$ cat config.mk
export PLATFORM = sky130hd
export DESIGN_NAME = load_unit
export DESIGN_NICKNAME = d
export VERILOG_FILES = /design/src/rtl/load_unit.sv
export SDC_FILE = /design/constraint.sdc
export NUM_CORES = 1
export LEC_CHECK = 0
export ABC_CLOCK_PERIOD_IN_PS = 3100
export CORE_MARGIN = 3
export CORE_UTILIZATION = 50
export CTS_CLUSTER_SIZE = 30
export DETAILED_ROUTE_END_ITERATION = 6
export GPL_TIMING_DRIVEN = 0
export PLACE_DENSITY_LB_ADDON = 0.08
export SLEW_MARGIN = 5
export SYNTH_ARGS = -nofsm -noshare
export SYNTH_HDL_FRONTEND = slang
export SYNTH_SLANG_ARGS = --single-unit
$ cat constraint.sdc
create_clock -name clk -period 3.1 [get_ports clk]
set_input_delay 0.31 -clock clk [delete_from_list [all_inputs] [get_ports clk]]
set_output_delay 0.31 -clock clk [all_outputs]
set_load 0.005 [all_outputs]
$ cat src/rtl/load_unit.sv
// Load-side data path: issues one Avalon word read per load and returns the
// extended or merged writeback value with a one-cycle done pulse.
module load_unit (
    input  logic        clk,
    input  logic        reset,
    input  logic        start,
    input  logic [5:0]  op,
    input  logic [31:0] addr,
    input  logic [31:0] rt_in,
    output logic        busy,
    output logic        done,
    output logic        error,
    output logic [31:0] data_out,
    output logic [31:0] mem_address,
    output logic        mem_read,
    output logic [3:0]  mem_byteenable,
    input  logic        mem_waitrequest,
    input  logic [31:0] mem_readdata
);

    localparam logic [5:0] OP_LB  = 6'b100000;
    localparam logic [5:0] OP_LH  = 6'b100001;
    localparam logic [5:0] OP_LWL = 6'b100010;
    localparam logic [5:0] OP_LW  = 6'b100011;
    localparam logic [5:0] OP_LBU = 6'b100100;
    localparam logic [5:0] OP_LHU = 6'b100101;
    localparam logic [5:0] OP_LWR = 6'b100110;

    typedef enum logic [1:0] {
        S_IDLE,
        S_READ,
        S_DONE
    } state_t;

    state_t      state_q, state_d;
    logic [5:0]  op_q, op_d;
    logic [1:0]  k_q, k_d;
    logic [31:0] rt_q, rt_d;
    logic [31:0] mem_address_q, mem_address_d;
    logic [3:0]  mem_byteenable_q, mem_byteenable_d;
    logic [31:0] data_out_q, data_out_d;
    logic        error_q, error_d;

    logic        req_bad;
    logic [3:0]  req_be;
    logic [31:0] load_result;
    logic [31:0] rd_shr;
    logic [4:0]  lwl_sh;
    logic [4:0]  lwr_sh;
    logic [31:0] all_ones;

    // Request decode: lane enables and legality straight from the CPU inputs.
    always_comb begin
        req_bad = 1'b0;
        req_be  = 4'b0000;
        case (op)
            OP_LB, OP_LBU: req_be = 4'b0001 << addr[1:0];
            OP_LH, OP_LHU: begin
                req_be  = 4'b0011 << addr[1:0];
                req_bad = addr[0];
            end
            OP_LW: begin
                req_be  = 4'b1111;
                req_bad = (addr[1:0] != 2'b00);
            end
            OP_LWL: req_be = (4'b0010 << addr[1:0]) - 4'b0001;
            OP_LWR: req_be = 4'b1111 << addr[1:0];
            default: req_bad = 1'b1;
        endcase
    end

    // Lanes outside the enabled set fall off the ends of these shifts.
    always_comb begin
        all_ones    = '1;
        rd_shr      = mem_readdata >> {k_q, 3'b000};
        lwl_sh      = {~k_q, 3'b000};
        lwr_sh      = {k_q, 3'b000};
        load_result = mem_readdata;
        case (op_q)
            OP_LB:  load_result = {{24{rd_shr[7]}}, rd_shr[7:0]};
            OP_LBU: load_result = {24'h000000, rd_shr[7:0]};
            OP_LH:  load_result = {{16{rd_shr[15]}}, rd_shr[15:0]};
            OP_LHU: load_result = {16'h0000, rd_shr[15:0]};
            OP_LWL: load_result = (mem_readdata << lwl_sh) | (rt_q & ~(all_ones << lwl_sh));
            OP_LWR: load_result = rd_shr | (rt_q & ~(all_ones >> lwr_sh));
            default: load_result = mem_readdata;
        endcase
    end

    always_comb begin
        state_d          = state_q;
        op_d             = op_q;
        k_d              = k_q;
        rt_d             = rt_q;
        mem_address_d    = mem_address_q;
        mem_byteenable_d = mem_byteenable_q;
        data_out_d       = data_out_q;
        error_d          = error_q;
        case (state_q)
            S_IDLE: begin
                if (start) begin
                    if (req_bad) begin
                        error_d = 1'b1;
                        state_d = S_DONE;
                    end else begin
                        error_d          = 1'b0;
                        op_d             = op;
                        k_d              = addr[1:0];
                        rt_d             = rt_in;
                        mem_address_d    = {addr[31:2], 2'b00};
                        mem_byteenable_d = req_be;
                        state_d          = S_READ;
                    end
                end
            end
            S_READ: begin
                if (!mem_waitrequest) begin
                    data_out_d = load_result;
                    state_d    = S_DONE;
                end
            end
            S_DONE:  state_d = S_IDLE;
            default: state_d = S_IDLE;
        endcase
    end

    always_ff @(posedge clk) begin
        if (reset) begin
            state_q          <= S_IDLE;
            op_q             <= '0;
            k_q              <= '0;
            rt_q             <= '0;
            mem_address_q    <= '0;
            mem_byteenable_q <= '0;
            data_out_q       <= '0;
            error_q          <= 1'b0;
        end else begin
            state_q          <= state_d;
            op_q             <= op_d;
            k_q              <= k_d;
            rt_q             <= rt_d;
            mem_address_q    <= mem_address_d;
            mem_byteenable_q <= mem_byteenable_d;
            data_out_q       <= data_out_d;
            error_q          <= error_d;
        end
    end

    always_comb begin
        busy           = (state_q != S_IDLE);
        done           = (state_q == S_DONE);
        mem_read       = (state_q == S_READ);
        error          = error_q;
        data_out       = data_out_q;
        mem_address    = mem_address_q;
        mem_byteenable = mem_byteenable_q;
    end

endmodule

## Word-level counts from Yosys, hierarchy flattened

Cells that the tools add are included.

- Word-level logic and storage cells: 61
- Output and inout bits: 72
- Bits of input ports: 106
- Bits in registers: 109

- Muxes and demuxes: 8
- Add/sub/neg operators: 1
- Shifts and indexed selects: 8
- Bitwise operators: 9
- Equal/unequal tests: 17
- Reductions and logical operators: 10

Operators with widths:

| kind | number |
|---|---|
| 32-bit case mux with 6 select lines | 1 |
| 6-bit == test (second input constant) | 13 |
| 32-bit bitwise AND | 2 |
| 32-bit inverter | 2 |
| 32-bit bitwise OR | 2 |
| 32-bit by 5-bit left shift with 32-bit output | 1 |
| 32-bit by 5-bit left shift with 32-bit output (first input constant) | 1 |
| 32-bit by 5-bit right shift with 32-bit output | 1 |
| 32-bit by 5-bit right shift with 32-bit output (first input constant) | 1 |
| 4-bit case mux with 5 select lines | 1 |
| 2-bit by 2-bit left shift with 4-bit output (first input constant) | 2 |
| 2-bit two-way mux | 3 |
| 2-bit AND reduction | 3 |
| 2-bit != test (second input constant) | 2 |
| 2-bit case mux with 2 select lines | 1 |
| 2-bit nonzero test | 2 |
| 2-bit OR reduction | 2 |
| 4-bit OR reduction | 1 |
| 1-bit by 2-bit left shift with 4-bit output (first input constant) | 1 |
| 4-bit by 2-bit left shift with 4-bit output (first input constant) | 1 |
| 4-bit by 1-bit subtractor with 4-bit output (second input constant) | 1 |
| 1-bit case mux with 3 select lines | 1 |
| 3-bit AND reduction | 1 |
| 2-bit by 1-bit == test with 1-bit output (second input constant) | 1 |
| other kinds (5) | 6 |

## Logic depth before layout (Yosys ltp)

- Word-level depth: 6
- Mapped depth: 8
- Depth with buffers taken out: 5

## Worst setup path after synthesis

OpenSTA, ideal clock, no wires.

- Path type: reg-to-reg
- From: reg k_q[1]
- To: reg data_out_q[24] (netlist: data_out[24])
- Clock period less this slack: 1.736 ns
- Slack: 1.364 ns
- Cell stages (with the launch flop): 8
- Buffers on the path: 2
- Data required time: 2.956 ns
- Setup time: 0.144 ns
- Arrival: 1.592 ns
- Cell sequence: dfxtp_1 > buf_6 > mux4_2 > nand2_1 > nand2_1 > a21oi_2 > buf_6 > a2111oi_2

- Longest elaborated chain between the ends: 6
- Elaborated cells on any way between the ends: 12
- Classes of those cells: shift: 4; mux: 1; bitwise: 7

RTL lines:

| what | RTL line | source |
|---|---|---|
| start: declaration | 37 | `logic [1:0] k_q, k_d;` |
| start signal: assignment | 140 | `k_q <= k_d;` |
| 2-bit inverter | 76 | `lwl_sh = {~k_q, 3'b000};` |
| 32-bit by 5-bit left shift with 32-bit output | 84 | `OP_LWL: load_result = (mem_readdata << lwl_sh) \| (rt_q & ~(all_ones << lwl_sh));` |
| 32-bit inverter | 84 |  |
| 32-bit bitwise AND | 84 |  |
| 32-bit bitwise OR | 84 |  |
| 32-bit case mux with 6 select lines (*) | 79 | `case (op_q)` |
| end signal: assignment | 144 | `data_out_q <= data_out_d;` |
| end: declaration | 41 | `logic [31:0] data_out_q, data_out_d;` |

Mark *: on every way between the ends. The rest lies on a longest branch, timed or not.
A chain may end at the register's enable or synchronous reset.

## Final worst setup path

- From: in reset
- To: reg rt_q[25]

RTL lines:

| what | RTL line | source |
|---|---|---|
| start: declaration | 5 | `input logic reset,` |
| end signal: assignment | 141 | `rt_q <= rt_d;` |
| end: declaration | 38 | `logic [31:0] rt_q, rt_d;` |

No word-level cell between the ends.

==> results.toml <==
[clock_network]
clk_root_buffer_cell = "clkbuf_16"
clkLatencyLatePin_ps = 360
cts.hold.buffers_added = 0
post_cts.repair.setup_buffers = 0
cts_tree = "built"
cts_buf_count = 9
cts.clk_slew.worst_paths_ps = 80
cts_num_sinks = 109
ctsResizeCount = 0
number_of_buffers_on_the_longest_clock_path = 2
cts_htree_levels = 3

[power]
share_comb_of_total_power_pct = 12.8
power.sequential.fraction_pct = 47.4
power-per-cell-area_nw_per_um2 = 382
total_leakage_power_nw = 2.57
fin_total_pwr_mw = 3.02
clock_power_share_pct = 39.8
switchingPower_uw = 764
worst_ir_drop_vdd_uv = 399
switching_share_pct = 25.3
internal_power_mw = 2.26

[status]
run_status = "finished, final reports clean"

[synth]
yosysSeqAreaShare_pct = 38.3
postSynthRegisterBits = 109
synth.top_cells.by_area = "dfxtp_1 (38%), nand2_1 (12%), a21oi_1 (9.0%), mux2i_1 (5.3%), a211oi_1 (5.0%)"
synthMostInstantiatedCell = "nand2_1"
synth_area_leader_cell = "dfxtp_1"
post_synth.cell_area_avg_um2 = 7.81
synth_area_um2 = 5700
postSynth.topFlopCell = "dfxtp_1"
yosysUniqueCellTypes = 49
synth_top_area_share_pct = 38.3
number_of_enable_type_register_cells_in_the_synthesized_netlist = 0
async_reset_ff_share_pct = 0
syn-instance-count = 730
synth-warning-count = 0
synthTopCellsByCount = "nand2_1 (175), dfxtp_1 (109), a21oi_1 (103)"

[place]
place_hpwl_mm = 16.1
gp_routability_congestion = 0.985
place_inst = 1044
buffer_ports.inserted = 173
postPlaceCellArea_um2 = 7610

[timing]
finalCritPeriodShare_pct = 75.3
fin_setup_tns_ps = 0
worst_pin_slew_ps = 813
hold_violations = 0
final-max-slew-violation-count = 0
relSlewSlack_pct = 45.8
min_period_ps = 2330
maxClockFrequency_mhz = 429
setup_viol_count_final = 0
rsz0062_at_grt = "no"
hold_slack_ps = 355
finClkSkew_ps = 5.29

[route]
wl_mm = 21.1
initialDrtViolationCount = 540
total_number_of_vias = 6379
routedWlPerCell_um = 19.9
route.detailed.vias_per_inst = 6.02
drt_pre_antenna_iters = 5
detail_route.drc_violations = 0
drtAntennaViolNets = 0

[critical_path]
reg2reg_slack_ps = 800
path_class = "in -> reg"
path_max_fanout = 10
cp-start-kind = "input pin"
timing.critical_path.slowest_stage_cell = "clkbuf_1"
critical_path.max_stage_delay_ps = 620
regToRegStartpoint = "k_q[1]$_SDFFE_PP0P_"
regToRegEndpoint = "data_out[11]$_SDFFE_PP0P_"
critical_path.cell_chain = "clkdlybuf4s50_1 > clkbuf_1 > clkbuf_1 > clkbuf_1 > a21oi_1"
critPathRequiredTime_ps = 3320
crit_path_frequent_cell = "clkbuf_1"
crit_path_end_kind = "flop"
critical_path_arrival_ps = 2550
worst-r2r-cell-count = 6

[flow_run]
timing.max_cap.violations = 0

[cells_and_area]
design.final.nets = 1021
layout.cells.non_filler = 1060
syn_to_final_growth_pct = 38.9
layout-drive-gt1-share_pct = 9.46
design_area_um2 = 7920
n_antenna_cell = 0

[min_path]
worst_hold_path_type = "in -> reg"
hp-start = "op[0]"
worstHoldPathCells = 3
timing.hold.worst_endpoint = "op_q[0]$_SDFFE_PP0P_"

[floorplanning]
horiz_die_dim_um = 113
start_util_pct = 51.9
die-area_um2 = 12700
chipHeight_um = 113
num_io_pins = 178
core_um2 = 11000
placement_rows = 38

[global_route]
grt_antenna_before_repair = 0
gr-total-overflow = 0
grt_pass1_wl_mm = 33.2
via_count_of_the_first_global_routing_pass = 6373
grt_start_max_net_pins = 20
groute.usage.overall_pct = 32.8
## power groups by stage
| stage | Combinational [mW] | Clock [mW] | Sequential [mW] |
|---|---|---|---|
| after floorplan | 0.148 | 0 | 1.46 |
| after global placement | 0.372 | 0 | 1.46 |
| after detailed placement | 0.379 | 0 | 1.47 |
| after CTS | 0.383 | 1.20 | 1.43 |
| after global routing | 0.415 | 1.26 | 1.44 |
| final | 0.388 | 1.20 | 1.43 |
## cell families after synthesis
logic type | after synthesis | synth area share (%)
and+or+nand+nor | 296 | 22.4
buffers and inverters | 63 | 5.82
muxes | 47 | 8.82
other | 1 | 0.0658
xor gates and xnor gates | 1 | 0.154
AOI/OAI and AO/OA | 213 | 24.5
DFF | 109 | 38.3
## how the worst max path moves through the flow
stage,start,slack (ps),endpoint,cells past startpoint
3_5_place_dp,reset,450,rt_q[22]$_SDFFE_PP0P_,5
6_report,reset,770,rt_q[25]$_SDFFE_PP0P_,5
3_3_place_gp,reset,460,rt_q[23]$_SDFFE_PP0P_,5
4_1_cts,reset,810,rt_q[22]$_SDFFE_PP0P_,5
2_1_floorplan,k_q[1]$_SDFFE_PP0P_,1360,data_out[24]$_SDFFE_PP0P_,7
5_1_grt,reset,700,rt_q[25]$_SDFFE_PP0P_,5
## cells in the final DEF, fill, tap and decap left out, drive strengths merged, types with 16 or more instances in the layout
master | netlist | layout
nand2 | 177 | 177
clkdlybuf4s50 | 0 | 173
dfxtp | 109 | 109
a21oi | 107 | 107
nor2 | 57 | 57
a211oi | 38 | 38
clkbuf | 27 | 36
buf | 33 | 33
mux2i | 30 | 30
o21ai | 27 | 27
nor3 | 20 | 20
mux2 | 16 | 16
## metal layers
layer	track usage, %	up-vias	part of all wire [%]
li1	-	2940	-
met1	39.6	3013	39
met2	55.6	359	49
met3	6.74	67	8.1
met4	15.9	0	4.1
met5	0	-	0
## state kept, by name (all words and copies together), names as in the netlist
signal and count:
data_out 32, rt_q 32, mem_address 30, op_q 6, mem_byteenable 4, k_q 2
state_q 2, error 1
## critical path: cells and delay by family
kind	cells	cell delay, ps
buffers and inverters	4	2150
AOI/OAI and AO/OA	1	90
## final cells by class
| cell class | count | area (µm²) |
|---|---|---|
| clock buffers | 9 | 225 |
| multi-input cells | 559 | 3190 |
| flip-flops and latches | 109 | 2180 |
| plain buffers | 60 | 320 |
| repair buffers | 173 | 1730 |
| clock inverters | 7 | 81.3 |
| inverters | 3 | 11.3 |
| fillers | 885 | 3060 |
| well taps | 140 | 175 |
## through the flow
stage          utilization, %  setup WS [ps]
5_1_grt                  72.1            696
3_5_place_dp             69.3            448
3_3_place_gp             69.3            463
2_1_floorplan               -           1360
4_1_cts                  72.1            814
6_report                 72.1            767
(Power assumes the default switching activity.)
